[config.mk]
export PLATFORM = sky130hd
export DESIGN_NAME = lsu_mem_port
export DESIGN_NICKNAME = d
export VERILOG_FILES = /design/src/rtl/lsu_mem_port.sv
export SDC_FILE = /design/constraint.sdc
export NUM_CORES = 1
export LEC_CHECK = 0
export ABC_AREA = 0
export CAP_MARGIN = 20
export CORE_UTILIZATION = 48
export CTS_BUF_LIST = sky130_fd_sc_hd__clkbuf_4 sky130_fd_sc_hd__clkbuf_8
export DETAILED_ROUTE_END_ITERATION = 10
export PLACE_DENSITY = 0.95
export SLEW_MARGIN = 20
export SYNTH_ARGS = -nofsm -noshare
export SYNTH_HDL_FRONTEND = slang
export SYNTH_SLANG_ARGS = --single-unit
[constraint.sdc]
create_clock -name clk -period 5.1 [get_ports clk]
set_input_delay 0.765 -clock clk [delete_from_list [all_inputs] [get_ports clk]]
set_output_delay 0.765 -clock clk [all_outputs]
set_load 0.03 [all_outputs]
[src/rtl/lsu_mem_port.sv]
// Load/store memory port between the MEM stage and the data-memory bus.
// Checks alignment, issues one word-aligned bus access and hands the raw word to the load formatter.
module lsu_mem_port #(
  parameter int TIMEOUT_CYCLES = 64
) (
  input  logic        clk,
  input  logic        rst_n,
  input  logic        req_valid,
  output logic        req_ready,
  input  logic        req_write,
  input  logic [31:0] req_addr,
  input  logic [31:0] req_wdata,
  input  logic [2:0]  req_mem_ctrl,
  output logic        mem_req,
  input  logic        mem_gnt,
  output logic        mem_we,
  output logic [31:0] mem_addr,
  output logic [3:0]  mem_be,
  output logic [31:0] mem_wdata,
  input  logic        mem_rvalid,
  input  logic [31:0] mem_rdata,
  output logic        resp_valid,
  output logic        resp_err,
  output logic [31:0] ld_read_data,
  output logic [1:0]  ld_addr_low,
  output logic [2:0]  ld_mem_ctrl
);

  localparam int CW = (TIMEOUT_CYCLES > 2) ? $clog2(TIMEOUT_CYCLES) : 1;
  localparam logic [CW-1:0] LAST_COUNT = CW'(TIMEOUT_CYCLES - 1);

  typedef enum logic [2:0] {IDLE, REQ, RESP, DONE, ERR} state_t;

  state_t        state;
  state_t        state_next;
  logic          write_q;
  logic [29:0]   word_addr_q;
  logic [31:0]   wdata_q;
  logic [CW-1:0] count;
  logic          accept;
  logic          bad_access;
  logic          expired;
  logic [3:0]    be_raw;
  logic [31:0]   wdata_lanes;

  assign accept  = req_valid && req_ready;
  assign expired = (count == LAST_COUNT);

  // Reserved size and misaligned halfword/word go straight to ERR without touching the bus.
  always_comb begin
    bad_access = 1'b0;
    case (req_mem_ctrl[1:0])
      2'b01:   bad_access = req_addr[0];
      2'b10:   bad_access = |req_addr[1:0];
      2'b11:   bad_access = 1'b1;
      default: bad_access = 1'b0;
    endcase
  end

  always_ff @(posedge clk or negedge rst_n) begin
    if (!rst_n) state <= IDLE;
    else        state <= state_next;
  end

  // A grant or rvalid arriving in the expiry cycle takes priority over the timeout.
  always_comb begin
    state_next = state;
    case (state)
      IDLE: if (accept) state_next = bad_access ? ERR : REQ;
      REQ: begin
        if (mem_gnt)      state_next = write_q ? DONE : RESP;
        else if (expired) state_next = ERR;
      end
      RESP: begin
        if (mem_rvalid)   state_next = DONE;
        else if (expired) state_next = ERR;
      end
      DONE:    state_next = IDLE;
      ERR:     state_next = IDLE;
      default: state_next = IDLE;
    endcase
  end

  always_ff @(posedge clk or negedge rst_n) begin
    if (!rst_n) begin
      count <= '0;
    end else if (state_next != state) begin
      count <= '0;
    end else if (state == REQ || state == RESP) begin
      count <= count + CW'(1);
    end
  end

  always_ff @(posedge clk or negedge rst_n) begin
    if (!rst_n) begin
      write_q      <= 1'b0;
      word_addr_q  <= '0;
      wdata_q      <= '0;
      ld_addr_low  <= '0;
      ld_mem_ctrl  <= '0;
      ld_read_data <= '0;
    end else begin
      if (accept) begin
        write_q     <= req_write;
        word_addr_q <= req_addr[31:2];
        wdata_q     <= req_wdata;
        ld_addr_low <= req_addr[1:0];
        ld_mem_ctrl <= req_mem_ctrl;
      end
      if (state == RESP && mem_rvalid) ld_read_data <= mem_rdata;
    end
  end

  always_comb begin
    be_raw      = 4'b0000;
    wdata_lanes = wdata_q;
    case (ld_mem_ctrl[1:0])
      2'b00: begin
        be_raw      = 4'b0001 << ld_addr_low;
        wdata_lanes = {4{wdata_q[7:0]}};
      end
      2'b01: begin
        be_raw      = ld_addr_low[1] ? 4'b1100 : 4'b0011;
        wdata_lanes = {2{wdata_q[15:0]}};
      end
      2'b10:   be_raw = 4'b1111;
      default: be_raw = 4'b0000;
    endcase
  end

  // Bus fields are forced to zero outside REQ so the bus sees nothing between accesses.
  assign req_ready  = (state == IDLE);
  assign mem_req    = (state == REQ);
  assign mem_we     = mem_req && write_q;
  assign mem_addr   = mem_req ? {word_addr_q, 2'b00} : 32'h0;
  assign mem_be     = mem_req ? be_raw : 4'b0000;
  assign mem_wdata  = mem_req ? wdata_lanes : 32'h0;
  assign resp_valid = (state == DONE) || (state == ERR);
  assign resp_err   = (state == ERR);

endmodule

==> metrics.cfg <==
[sta]
max_freq_mhz = 245.1
slew_violations = 0
tightest_slew_ns = 0.9816
hold_ws_ns = 0.4014
setup_viol = 0
finalHoldViolations = 0
setup-tns-final_ns = 0
relSlewSlack_pct = 34.56
min_period_ns = 4.079
min_period_over_period_pct = 79.99
rsz0062_at_grt = false
fin_worst_skew_ns = 0.007890

[detailed_routing]
drc = 0
wl_um = 13050
firstDrtPassIters = 4
num_vias = 4005
first_iter_violations = 212
wire_per_inst_um = 17.17
ant_nets = 0
via_per_inst = 5.270

[cells_and_area]
num_antenna_cells = 0
area_delta_synth_final_pct = 44.92
drive_gt1_share_pct = 19.39
final_nets = 726
layout_common_cells = clkdlybuf4s50_1 (211), dfrtp_1 (109), mux2_2 (95), and2_1 (39), nor2_1 (31)
final_common_cell = clkdlybuf4s50_1
utilization_pct = 71.91

[setup_path]
cp.arrival_ns = 3.31
reg2reg_depth = 7
path_depth = 6
critPathLaunchType = flip-flop
crit_family = buffers and inverters
critPathRequiredTime_ns = 4.34
crit_path_end_kind = output pin
cp_max_fo = 43
worst-path-buf-inv = 3
critical_path_class = reg2out
cpMaxStageDelayCell = or3_1
crit_chain = inv_6, or3_1, clkinv_4, o21ai_0, a21oi_1, clkdlybuf4s50_1
slowest_delay_ns = 0.76

[clock_network]
cts_resized = 0
cts_root_buffer = clkbuf_8
cts_setup_buffers = 0
clock_latency_ns = 0.35
ctsLongestPathBuffers = 2
cts_hold_buffers = 0
cts_tree = built
cts_inserted_buffers = 9
cts.sinks = 109
htreeDepth = 3
path_clk_slew_ns = 0.10

[logic_synthesis]
seq_area_frac_synth_pct = 53.25
syn_avg_cell_area_um2 = 12.17
ys_top_cells_by_area = dfrtp_1 (53%), mux2_2 (21%), and2_1 (4.9%), mux2i_1 (3.3%), nor2_1 (2.3%)
synth_area_leader_cell = dfrtp_1
ys_ff_latch = 109
synth_cell_type_count = 37
syn-instance-count = 421
mappedNetlistArea_um2 = 5122
synth_top_area_share_pct = 53.25
yosysWarningCount = 0

[global_route]
grt_pass1_vias = 4280
grt_usage_pct = 24.07
grt_max_degree = 62
grt_pass1_wl_um = 20930
antenna_found_initial = 0
overflow = 0

[placed_design]
port_buffers = 212
place_congestion = 0.8680
post-dp-hpwl_um = 9780

[power_and_ir_drop]
peakVddDrop_v = 0.0004173
p_total_mw = 4.751
powerDensity_nw_per_um2 = 640.0
leakagePower_nw = 3.032

[die]
die_w_um = 105.3
row_count = 37
dieArea_um2 = 11090
num_io_pins = 215
initial_utilization_pct = 49.62
die_height_um = 105.3
core_um2 = 10320

[min_path]
holdCritPathClass = in2async

[run]
max_cap_viol_count = 0

[status]
outcome = finished, final reports clean

## per-stage QoR
stage / setup WS (ns) / instance area [um^2] / std cells
after floorplan: 2.598 / 5126 / 422
after global placement: 1.551 / 7253 / 745
after detailed placement: 1.433 / 7253 / 745
after CTS: 1.028 / 7423 / 760
after global routing: 0.7552 / 7423 / 760
final: 1.021 / 7423 / 760
## report_power, final
group | switching [mW] | internal [mW]
registers | 0.297 | 1.28
logic | 1.44 | 1.25
clock network | 0.270 | 0.204
## flip-flops by register name, indices dropped and copies added (netlist names)
| signal | cells |
|---|---|
| word_addr_q | 30 |
| count | 6 |
| state | 3 |
| wdata_q | 32 |
| ld_addr_low | 2 |
| ld_mem_ctrl | 3 |
| write_q | 1 |
| ld_read_data | 32 |
## path summary, 6_finish.rpt
kind / from / endpoint / slack (ns)
max in group asynchronous: rst_n / word_addr_q[17]$_DFFE_PN0P_ / 3.47
min in group clk: ld_read_data[3]$_DFFE_PN0P_ / ld_read_data[3]$_DFFE_PN0P_ / 0.49
min reg2reg: ld_read_data[3]$_DFFE_PN0P_ / ld_read_data[3]$_DFFE_PN0P_ / 0.49
max reg2reg: state[0]$_DFF_PN0_ / count[5]$_DFFE_PN0P_ / 2.26
min: rst_n / wdata_q[23]$_DFFE_PN0P_ / 0.40
max: state[0]$_DFF_PN0_ / mem_be[1] / 1.02
## Yosys cell counts (all sizes together)
| cell | count |
|---|---|
| a21o | 1 |
| a21oi | 22 |
| a22oi | 1 |
| a2bb2oi | 1 |
| a31oi | 2 |
| a32oi | 2 |
| and2 | 40 |
| and3 | 1 |
| and4 | 1 |
| buf | 19 |
| clkbuf | 10 |
| clkinv | 1 |
| conb | 1 |
| dfrtp | 109 |
| ha | 1 |
| inv | 7 |
| mux2 | 97 |
| mux2i | 17 |
| nand2 | 14 |
| nand2b | 1 |
| nand3 | 3 |
| nand4 | 3 |
| nor2 | 31 |
| nor3 | 8 |
| o2111ai | 1 |
| o211ai | 1 |
| o21ai | 15 |
| o22a | 1 |
| o31ai | 1 |
| or3 | 3 |
| xnor2 | 2 |
| xor2 | 4 |
## layer usage
layer / wire length (um) / part of all wire, % / global-route usage [%]
met5: 0 / 0 / 0
met4: 330 / 2.5 / 8.753
met3: 963 / 7.4 / 6.803
met2: 6749 / 52 / 42.58
met1: 5007 / 38 / 27.69
## cell families after synthesis
logic type      after synthesis  synth area share, %
xor+xnor                      6                1.026
flops                       109                53.25
other cells                   1              0.07321
mux                         114                24.65
buf+inv                      37                4.568
fa+ha+maj                     1               0.2442
compound gates               48                5.789
simple gates                105                10.41
## layout make-up
type / count / area, um^2
clock buffer: 13 / 160.2
clock inverter: 2 / 10.01
fill: 715 / 2900
inverter: 8 / 40.04
multi-input combinational: 276 / 2166
sequential: 109 / 2728
tap: 136 / 170.2
timing repair buffer: 216 / 2150
(Power assumes the default switching activity.)
